<file path="src/rtl/rat_pipe_pkg.sv">
`default_nettype none
// ============================================================================
// Module   : rat_pipe_pkg
// Brief    : Shared constants and types for the pipelined RAT core.
// Revision : 1.0  initial release
// ============================================================================
package rat_pipe_pkg;

  // Program counter / ROM address width
  localparam int RAT_PC_W = 10;
  // Instruction width
  localparam int RAT_INSTR_W = 18;
  // Instruction presented when the fetch latch holds nothing valid
  localparam logic [RAT_INSTR_W-1:0] RAT_NOP_WORD = '0;
  // Interrupt vector address
  localparam logic [RAT_PC_W-1:0] RAT_IRQ_VECTOR = 10'h3FF;

  // Hazard state reported by the pipeline controller
  typedef enum logic [1:0] {
    HZ_RUN      = 2'd0,
    HZ_STALL    = 2'd1,
    HZ_REDIRECT = 2'd2,
    HZ_FLUSH    = 2'd3
  } hazard_state_e;

  // A control combination the controller must never produce: increment
  // together with redirect or re-issue, or an address re-issue that is not
  // paired with a fetch latch hold (and vice versa).
  function automatic logic illegal_ctrl(input logic inc, input logic load,
                                        input logic mux, input logic stall);
    return (inc & load) | (inc & mux) | (mux ^ stall);
  endfunction

endpackage : rat_pipe_pkg
`default_nettype wire

</file>
<file path="src/rtl/fetch_stage_sat_counter.sv">
`default_nettype none
// ============================================================================
// Module   : fetch_stage_sat_counter
// Brief    : Saturating up-counter with synchronous clear.
// Revision : 1.0  initial release
// ============================================================================
module fetch_stage_sat_counter #(
  parameter int WIDTH = 16
) (
  input  logic             clk,
  input  logic             rst_n,
  input  logic             clr,
  input  logic             inc,
  output logic [WIDTH-1:0] count
);

  logic [WIDTH-1:0] count_q;
  logic [WIDTH-1:0] count_d;

  // Next count: clear wins, otherwise increment until all ones and stick there
  always_comb begin
    count_d = count_q;
    if (clr) begin
      count_d = '0;
    end else if (inc && (count_q != {WIDTH{1'b1}})) begin
      count_d = count_q + WIDTH'(1);
    end
  end

  // Count register
  always_ff @(posedge clk or negedge rst_n) begin
    if (!rst_n) begin
      count_q <= '0;
    end else begin
      count_q <= count_d;
    end
  end

  assign count = count_q;

endmodule : fetch_stage_sat_counter
`default_nettype wire

</file>
<file path="src/rtl/fetch_stage.sv">
`default_nettype none
// ============================================================================
// Module   : fetch_stage
// Brief    : Instruction fetch stage: program counter, synchronous ROM
//            addressing, fetch latch toward decode, control sanity flag.
// Revision : 1.0  initial release
// ============================================================================
module fetch_stage
  import rat_pipe_pkg::*;
#(
  parameter int                 PC_W     = RAT_PC_W,
  parameter int                 INSTR_W  = RAT_INSTR_W,
  parameter logic [INSTR_W-1:0] NOP_WORD = RAT_NOP_WORD
) (
  input  logic               clk,
  input  logic               reset_n,
  input  logic               pc_inc,
  input  logic               pc_load,
  input  logic               pc_reset,
  input  logic [PC_W-1:0]    load_addr,
  input  logic               imem_addr_mux,
  input  logic               fetch_latch_stall,
  output logic [PC_W-1:0]    imem_addr,
  input  logic [INSTR_W-1:0] imem_data,
  output logic [INSTR_W-1:0] if_instr,
  output logic [PC_W-1:0]    if_pc,
  output logic               if_valid,
  output logic               ctrl_err,
  output logic [15:0]        fetch_count
);

  logic [PC_W-1:0]    pc_q,       pc_d;
  logic [PC_W-1:0]    addr_q,     addr_d;
  logic               issue_valid_q, issue_valid_d;
  logic [INSTR_W-1:0] if_instr_q, if_instr_d;
  logic [PC_W-1:0]    if_pc_q,    if_pc_d;
  logic               if_valid_q, if_valid_d;
  logic               ctrl_err_q, ctrl_err_d;
  logic               count_inc;

  // During a stall the ROM is re-fed last cycle's address so its output stays
  // put while the latch is frozen.
  assign imem_addr = imem_addr_mux ? addr_q : pc_q;

  // Program counter next value: flush > redirect > re-issue hold > increment
  always_comb begin
    pc_d = pc_q;
    if (pc_reset) begin
      pc_d = '0;
    end else if (pc_load) begin
      pc_d = load_addr;
    end else if (imem_addr_mux) begin
      pc_d = pc_q;
    end else if (pc_inc) begin
      pc_d = pc_q + PC_W'(1);
    end
  end

  // Remember the address in flight; a redirect or flush this cycle means the
  // address just issued is on the wrong path.
  always_comb begin
    addr_d        = imem_addr;
    issue_valid_d = ~(pc_reset | pc_load);
  end

  // Fetch latch: flush overrides stall; squashed issues enter as NOP bubbles
  always_comb begin
    if_instr_d = if_instr_q;
    if_pc_d    = if_pc_q;
    if_valid_d = if_valid_q;
    if (pc_reset) begin
      if_instr_d = NOP_WORD;
      if_valid_d = 1'b0;
    end else if (!fetch_latch_stall) begin
      if_instr_d = issue_valid_q ? imem_data : NOP_WORD;
      if_pc_d    = addr_q;
      if_valid_d = issue_valid_q;
    end
  end

  // Sticky illegal-control flag, only cleared by the asynchronous reset
  always_comb begin
    ctrl_err_d = ctrl_err_q | illegal_ctrl(pc_inc, pc_load, imem_addr_mux,
                                           fetch_latch_stall);
  end

  // State registers
  always_ff @(posedge clk or negedge reset_n) begin
    if (!reset_n) begin
      pc_q          <= '0;
      addr_q        <= '0;
      issue_valid_q <= 1'b0;
      if_instr_q    <= NOP_WORD;
      if_pc_q       <= '0;
      if_valid_q    <= 1'b0;
      ctrl_err_q    <= 1'b0;
    end else begin
      pc_q          <= pc_d;
      addr_q        <= addr_d;
      issue_valid_q <= issue_valid_d;
      if_instr_q    <= if_instr_d;
      if_pc_q       <= if_pc_d;
      if_valid_q    <= if_valid_d;
      ctrl_err_q    <= ctrl_err_d;
    end
  end

  // A valid instruction enters the latch on a non-stalled, non-flush edge
  assign count_inc = ~pc_reset & ~fetch_latch_stall & issue_valid_q;

  fetch_stage_sat_counter #(
    .WIDTH (16)
  ) u_fetch_count (
    .clk   (clk),
    .rst_n (reset_n),
    .clr   (pc_reset),
    .inc   (count_inc),
    .count (fetch_count)
  );

  assign if_instr = if_instr_q;
  assign if_pc    = if_pc_q;
  assign if_valid = if_valid_q;
  assign ctrl_err = ctrl_err_q;

endmodule : fetch_stage
`default_nettype wire

</file>
<file path="config.mk">
export PLATFORM = sky130hd
export DESIGN_NAME = fetch_stage
export DESIGN_NICKNAME = d
export VERILOG_FILES = /design/src/rtl/rat_pipe_pkg.sv /design/src/rtl/fetch_stage_sat_counter.sv /design/src/rtl/fetch_stage.sv
export SDC_FILE = /design/constraint.sdc
export NUM_CORES = 1
export LEC_CHECK = 0
export ABC_CLOCK_PERIOD_IN_PS = 2310
export CAP_MARGIN = 10
export CORE_MARGIN = 4
export CORE_UTILIZATION = 47
export CTS_CLUSTER_DIAMETER = 200
export DETAILED_ROUTE_END_ITERATION = 12
export PLACE_DENSITY = 0.87
export SLEW_MARGIN = 40
export SYNTH_ARGS = -nofsm -noshare
export SYNTH_HDL_FRONTEND = slang
export SYNTH_HIERARCHICAL = 1
export SYNTH_SLANG_ARGS = --single-unit
</file>
<file path="constraint.sdc">
create_clock -name clk -period 2.31 [get_ports clk]
set_clock_uncertainty 0.15 [all_clocks]
set_input_delay 0.462 -clock clk [delete_from_list [all_inputs] [get_ports clk]]
set_output_delay 0.462 -clock clk [all_outputs]
set_load 0.02 [all_outputs]
</file>
==> results of run 1 <==
==> state kept, by name (all words and copies together) (netlist names) <==
| signal | cells |
|---|---|
| if_instr | 18 |
| if_valid | 1 |
| if_pc | 10 |
| pc_q | 10 |
| u_fetch_count/count | 16 |
| ctrl_err | 1 |
| issue_valid_q | 1 |
| addr_q | 10 |
==> synthesized netlist by cell type (all sizes together) <==
| cell | instances |
|---|---|
| ha | 2 |
| a21o | 1 |
| nor4 | 6 |
| nor2 | 14 |
| a211oi | 4 |
| nand2 | 11 |
| nor3 | 3 |
| and3 | 4 |
| mux2 | 22 |
| a21oi | 12 |
| and4 | 2 |
| a2111oi | 1 |
| buf | 2 |
| mux2i | 1 |
| dfrtp | 67 |
| a311oi | 4 |
| or4 | 9 |
| xor2 | 1 |
| o31a | 2 |
| nand4b | 1 |
| inv | 7 |
| clkbuf | 13 |
| xnor2 | 1 |
| nor2b | 8 |
| o211ai | 1 |
| or3 | 6 |
| nand2b | 2 |
| nand3 | 6 |
| a22o | 18 |
| nand3b | 4 |
| o21ai | 11 |
| o31ai | 8 |
| nand4 | 8 |
| a211o | 1 |
| a2111o | 1 |
| and2 | 1 |
==> logic make-up after synthesis <==
family	synth area share [%]
AOI/OAI and AO/OA	15.3
muxes	8.41
DFF	54.7
adders and majority gates	0.817
xor gates and xnor gates	0.572
and+or+nand+nor	17.1
buffers and inverters	3.06
==> worst register-to-register path, stage by stage (launching register included) <==
cell and delay, ns:
dfrtp_1 0.44, ha_1 0.27, nand4_2 0.13, nor4_4 0.06, buf_4 0.16, buf_4 0.14
or4_2 0.60, a21oi_1 0.17
==> area by class of cell <==
type | instances | area share (%)
timing repair buffer | 110 | 23.6
clock inverter | 7 | 2.28
tap | 77 | 2.22
inverter | 7 | 0.605
sequential | 67 | 38.6
clock buffer | 9 | 2.85
multi-input combinational | 176 | 29.9
==> routing by layer <==
layer | vias up | GRT usage (%) | share of wire, %
met5 | - | 0 | 0
met4 | 0 | 7.42 | 1.2
met1 | 1269 | 28.7 | 42
met3 | 9 | 3.07 | 5.6
met2 | 86 | 33.3 | 51
li1 | 1212 | - | -
==> layout by cell type, fill, tap and decap left out, types with 3 or more instances in the layout <==
cell              n
a22o_1           18
a311oi_1          4
nand3b_1          4
or3_1             5
nand4_1           7
a211oi_1          3
buf_2             9
nor2b_1           7
nor4_1            5
buf_4            17
or4_1             7
clkbuf_8          9
o21ai_1           3
a21oi_1          12
and3_1            4
inv_1             6
mux2_1            4
mux2_2           18
nor3_1            3
dfrtp_1          67
o21ai_0           8
nand3_1           6
clkdlybuf4s50_1  79
nor2_1           14
o31ai_1           8
nand2_1          11
==> report_power, final <==
group,internal [W],total (W),switching (W),leakage [nW]
clock,0.000615,0.00109,0.000474,0.110
combinational,0.000203,0.000404,0.000201,0.896
sequential,0.00124,0.00128,0.0000479,0.900
total,0.00205,0.00278,0.000723,1.91
==> worst paths after layout <==
path	start	end	slack, ns	cells after the start
min in group asynchronous	reset_n	u_fetch_count/count[8]$_DFFE_PN0P_	0.54	3
max	imem_addr_mux	imem_addr[2]	0.06	4
min reg2reg	ctrl_err$_DFF_PN0_	ctrl_err$_DFF_PN0_	0.33	1
max in group asynchronous	reset_n	pc_q[6]$_DFFE_PN0P_	1.20	3
max reg2reg	u_fetch_count/count[0]$_DFFE_PN0P_	u_fetch_count/count[3]$_DFFE_PN0P_	0.12	7
min	ctrl_err$_DFF_PN0_	ctrl_err$_DFF_PN0_	0.33	1
==> timing repair <==
action / CTS / global route
pin swaps: 0 / 1
gates resized for setup: 34 / 7
setup buffers: 0 / 3
hold endpoints to repair: 36 / 0
endpoints found under the setup margin: 10 / 6
hold buffers: 1 / 0
==> per-stage QoR <==
step / total power [W] / util (%) / cell area [um^2]
2_1_floorplan: 0.00148 / - / 3070
3_3_place_gp: 0.00171 / 65.1 / 4130
3_5_place_dp: 0.00173 / 65.1 / 4140
4_1_cts: 0.00280 / 68.1 / 4330
5_1_grt: 0.00288 / 68.4 / 4340
6_report: 0.00278 / 68.4 / 4340
==> key figures, run 1 <==
Logic synthesis
  • Synth unique cells: 44
  • Post-Syn Instances: 265
  • Synth top area share: 54.7%
  • Mapped Nets: 302
  • Avg Inst Size Synth: 11.6 um^2
  • Dominant cell type by area after synthesis: dfrtp_1
  • FF+latch count, synth: 67
  • Synth Cell Area: 0.00306 mm^2
  • Synth area leaders: dfrtp_1 55%, mux2_2 6.6%, a22o_1 5.1%
  • Sequential share of the synthesized area: 54.7%
  • Yosys warnings: 6

Critical path
  • Arrival time at the worst endpoint: 1.64 ns
  • CP Cell Sequence: clkdlybuf4s50_1 > buf_12 > mux2_2 > buf_2
  • Critical path fanouts, max: 15
  • CP max-delay cell: clkdlybuf4s50_1
  • Critical Path RT: 1.70 ns
  • Crit start category: input pin
  • Critical path buffers and inverters: 3
  • Slowest Stage Delay on Critical Path: 0.50 ns
  • CP Class: in -> out
  • Critical path capture point type: output port
  • Delay-heaviest family, CP: buffers and inverters

Finish
  • Area Growth Syn to Fin: 41.7%
  • Diodes inserted: 0
  • Fill count: 488
  • Area of the multi-input gates: 0.00130 mm^2
  • Register area: 0.00168 mm^2
  • Post-Layout Cell Count: 453
  • Share of cells above drive strength 1: 20.2%
  • Nets: 408

STA
  • Fmax: 444 MHz
  • Relative slew margins: 48.3%
  • Fin. max-slew vios: 0
  • Final min period: 2.25 ns
  • RSZ-0062 raised after global routing: no
  • Fin Setup TNS: 0 ns
  • Setup-failing EPs final: 0
  • Crit share post-route: 97.6%
  • Slew @ Worst Pin: 0.773 ns
  • Worst setup margin: 0.0563 ns
  • Hold Fails Final Rpt: 0
  • Hold_ws: 0.328 ns

Floorplanning
  • Die area: 0.00788 mm^2
  • Chip height: 88.7 um
  • Ports: 91
  • FP Rows: 29
  • Core Area: 0.00635 mm^2
  • Die width: 88.7 um
  • Starting density of the core: 48.3%

Detailed routing
  • Iteration count of the initial detailed-routing pass: 4
  • Antenna-violating nets left: 0
  • Avg WL per Cell: 17.2 um
  • Detailed-route via count: 2576
  • DRT iter0 DRCs: 175
  • WL final: 7780 um
  • DRC errors left: 0
  • Vias per cell: 5.69

Place
  • Placed cell count: 433
  • DP Worst Slack: -0.343 ns
  • Port Buffers: 90
  • DP Wirelength: 5490 um
  • Final Wtd Congestion: 0.817

Clocking
  • Root Driver: clkbuf_8
  • Clock Latency Late Sink: 0.33 ns
  • CTS tree: built
  • Sinks on the clock net: 67
  • Deepest clock path buffer count: 2
  • # H-tree levels: 3
  • CTS Buf Count: 9
  • Clock slew at reported path FFs: 0.08 ns

Power
  • Worst vdd ir: 358 uV
  • Cell Pwr Density: 640 mW/mm^2
  • Leakage: 1.91 nW

Global route
  • Total gr overflow: 0
  • Largest net degree at the start of global routing: 68
  • GRT Util Overall: 20.8%
  • First-pass GRT wire length: 12700 um
  • Vias in the first global route: 2596
  • Antenna violations before repair: 0

Status
  • Status: complete, no violations

Job
  • Max cap viols: 0

Min path
  • Min-delay worst type: reg -> reg
Power figures use the tool's default switching activity.
==> run 2: changes to the inputs <==
CORE_UTILIZATION = 45   (was 47)
PLACE_DENSITY = 0.84   (was 0.87)
==> key figures, run 2 (same netlist as run 1, synthesis figures left out) <==
Floorplanning
  • Core Area: 0.00649 mm^2 (was 0.00635 mm^2)
  • Chip height: 90.5 um (was 88.7 um)
  • Starting density of the core: 47.2% (was 48.3%)
  • Die area: 0.00819 mm^2 (was 0.00788 mm^2)
  • FP Rows: 29 (unchanged)
  • Ports: 91 (unchanged)
  • Die width: 90.5 um (was 88.7 um)

Power
  • Leakage: 1.89 nW (was 1.91 nW)
  • P_int: 0.00189 W (was 0.00205 W)
  • Seq pwr share: 49.9% (was 46.2%)
  • Net Sw Power: 0.000689 W (was 0.000723 W)
  • Clock network power share: 34.3% (was 39.2%)
  • Sw Ratio: 26.8% (was 26.0%)
  • Logic pwr share: 15.8% (was 14.5%)
  • Worst vdd ir: 353 uV (was 358 uV)
  • Cell Pwr Density: 597 mW/mm^2 (was 640 mW/mm^2)

Place
  • Final Wtd Congestion: 0.832 (was 0.817)
  • Placed cell count: 436 (was 433)
  • Port Buffers: 90 (unchanged)
  • DP Worst Slack: -0.331 ns (was -0.343 ns)
  • DP Wirelength: 5640 um (was 5490 um)

Detailed routing
  • Iteration count of the initial detailed-routing pass: 4 (unchanged)
  • Vias per cell: 5.80 (was 5.69)
  • Antenna-violating nets left: 0 (unchanged)
  • DRC errors left: 0 (unchanged)
  • WL final: 7920 um (was 7780 um)
  • Detailed-route via count: 2639 (was 2576)
  • DRT iter0 DRCs: 121 (was 175)
  • Avg WL per Cell: 17.4 um (was 17.2 um)

Clocking
  • # H-tree levels: 3 (unchanged)
  • Deepest clock path buffer count: 2 (unchanged)
  • CTS Buf Count: 9 (unchanged)
  • Clock slew at reported path FFs: 0.07 ns (was 0.08 ns)
  • CTS tree: built (unchanged)
  • Sinks on the clock net: 67 (unchanged)
  • Root Driver: clkbuf_8 (unchanged)
  • Clock Latency Late Sink: 0.34 ns (was 0.33 ns)

Global route
  • GRT Util Overall: 19.7% (was 20.8%)
  • Largest net degree at the start of global routing: 68 (unchanged)
  • Total gr overflow: 0 (unchanged)
  • Antenna violations before repair: 0 (unchanged)
  • Vias in the first global route: 2707 (was 2596)
  • First-pass GRT wire length: 13200 um (was 12700 um)

STA
  • Crit share post-route: 98.5% (was 97.6%)
  • Hold Fails Final Rpt: 0 (unchanged)
  • RSZ-0062 raised after global routing: no (unchanged)
  • Setup-failing EPs final: 0 (unchanged)
  • Slew @ Worst Pin: 0.402 ns (was 0.773 ns)
  • Worst setup margin: 0.0355 ns (was 0.0563 ns)
  • Final min period: 2.27 ns (was 2.25 ns)
  • Fin. max-slew vios: 0 (unchanged)
  • Fmax: 440 MHz (was 444 MHz)
  • Relative slew margins: 73.2% (was 48.3%)

Status
  • Status: complete, no violations (unchanged)

Finish
  • Nets: 410 (was 408)
  • Commonest cells after routing, fill and taps aside: 79 x clkdlybuf4s50_1, 67 x dfrtp_1, 19 x buf_4 (was 79 x clkdlybuf4s50_1, 67 x dfrtp_1, 18 x mux2_2, 18 x a22o_1, 17 x buf_4)
  • Commonest non-fill, non-tap cell in the layout: clkdlybuf4s50_1 (unchanged)
  • Share of cells above drive strength 1: 19.6% (was 20.2%)
  • Fill count: 527 (was 488)
  • Post-Layout Cell Count: 455 (was 453)
  • Area Growth Syn to Fin: 40.9% (was 41.7%)
  • Largest register FFs: 18 (unchanged)
  • Layout Utilization: 66.5% (was 68.4%)
  • Diodes inserted: 0 (unchanged)

Critical path
  • Arrival time at the worst endpoint: 1.66 ns (was 1.64 ns)
  • Critical path fanouts, max: 13 (was 15)
  • Critical Path RT: 1.70 ns (about the same)
  • CP max-delay cell: clkdlybuf4s50_1 (unchanged)
  • CP Class: in -> out (unchanged)
  • Critical path capture point type: output port (unchanged)
  • Slowest Stage Delay on Critical Path: 0.46 ns (was 0.50 ns)
  • CP Cell Sequence: clkdlybuf4s50_1 > buf_12 > o21ai_0 > clkdlybuf4s15_1 (was clkdlybuf4s50_1 > buf_12 > mux2_2 > buf_2)
  • Crit start category: input pin (unchanged)

Job
  • Max cap viols: 0 (unchanged)

Min path
  • Min-delay worst type: reg -> reg (unchanged)
[run 2: changes by cell type in the layout (fill, tap and decap cells not counted), moves of 2 or more]
| cell | previous run | this run |
|---|---|---|
| bufinv_16 | 2 | 0 |
| buf_4 | 17 | 19 |
| inv_6 | 2 | 0 |
| clkbuf_8 | 9 | 11 |
[run 2: worst max-delay path, delay by kind of cell]
family / cells / cell delay [ns]
buf+inv: 3 / 0.99
compound gates: 1 / 0.21
[run 2: per-stage QoR]
step	hold WS, ns	cell area (um^2)	power [W]	setup TNS, ns
finish	0.329	4320	0.00258	0
global route	0.350	4320	0.00269	0
CTS	0.331	4300	0.00260	0
detailed placement	0.315	4160	0.00173	-4.92
global placement	0.310	4160	0.00172	-4.21
floorplan	0.0164	3070	0.00148	0
[run 2: worst paths after layout]
kind / slack [ns] / endpoint / depth (start not counted) / startpoint
max: 0.04 / imem_addr[6] / 4 / imem_addr_mux
min: 0.33 / if_valid$_DFFE_PN0P_ / 1 / if_valid$_DFFE_PN0P_
max reg2reg: 0.18 / u_fetch_count/count[2]$_DFFE_PN0P_ / 7 / u_fetch_count/count[0]$_DFFE_PN0P_
min reg2reg: 0.33 / if_valid$_DFFE_PN0P_ / 1 / if_valid$_DFFE_PN0P_
max in group asynchronous: 1.20 / pc_q[9]$_DFFE_PN0P_ / 3 / reset_n
min in group asynchronous: 0.51 / u_fetch_count/count[8]$_DFFE_PN0P_ / 3 / reset_n
[run 2: layout make-up]
type	count	area [um^2]	area share [%]
Sequential cell	67	1680	38.8
Clock inverter	4	25.0	0.580
Inverter	7	26.3	0.609
Multi-Input combinational cell	176	1290	30.0
Tap cell	77	96.3	2.23
Timing Repair Buffer	112	1040	24.2
Clock buffer	12	155	3.59
[run 2: power by group through the flow]
stage | Clock (W) | Sequential [W] | Combinational (W)
6_report | 0.000885 | 0.00129 | 0.000406
5_1_grt | 0.000956 | 0.00130 | 0.000439
4_1_cts | 0.000901 | 0.00129 | 0.000412
3_5_place_dp | 0 | 0.00131 | 0.000425
3_3_place_gp | 0 | 0.00130 | 0.000415
2_1_floorplan | 0 | 0.00134 | 0.000142
[run 2: what timing repair did]
action,in CTS,in global routing
pin swaps,0,1
hold endpoints to repair,11,0
setup endpoints to repair,10,4
buffers inserted,0,2
gates resized for setup,34,4
hold buffers,1,0
[run 2: metal layers]
layer  vias to the layer above  GRT usage, %  wire, um
met5                         -             0         0
met4                         0          9.69       235
met3                        17          3.08       300
met2                        76          33.6      4070
met1                      1332          24.1      3320
li1                       1214             -         -
==> run 3: changes to the inputs <==
CTS_CLUSTER_DIAMETER = 120   (was 200)
==> results of run 3 <==
Same layout as run 2: the final DEF is identical, and so are final timing and power.
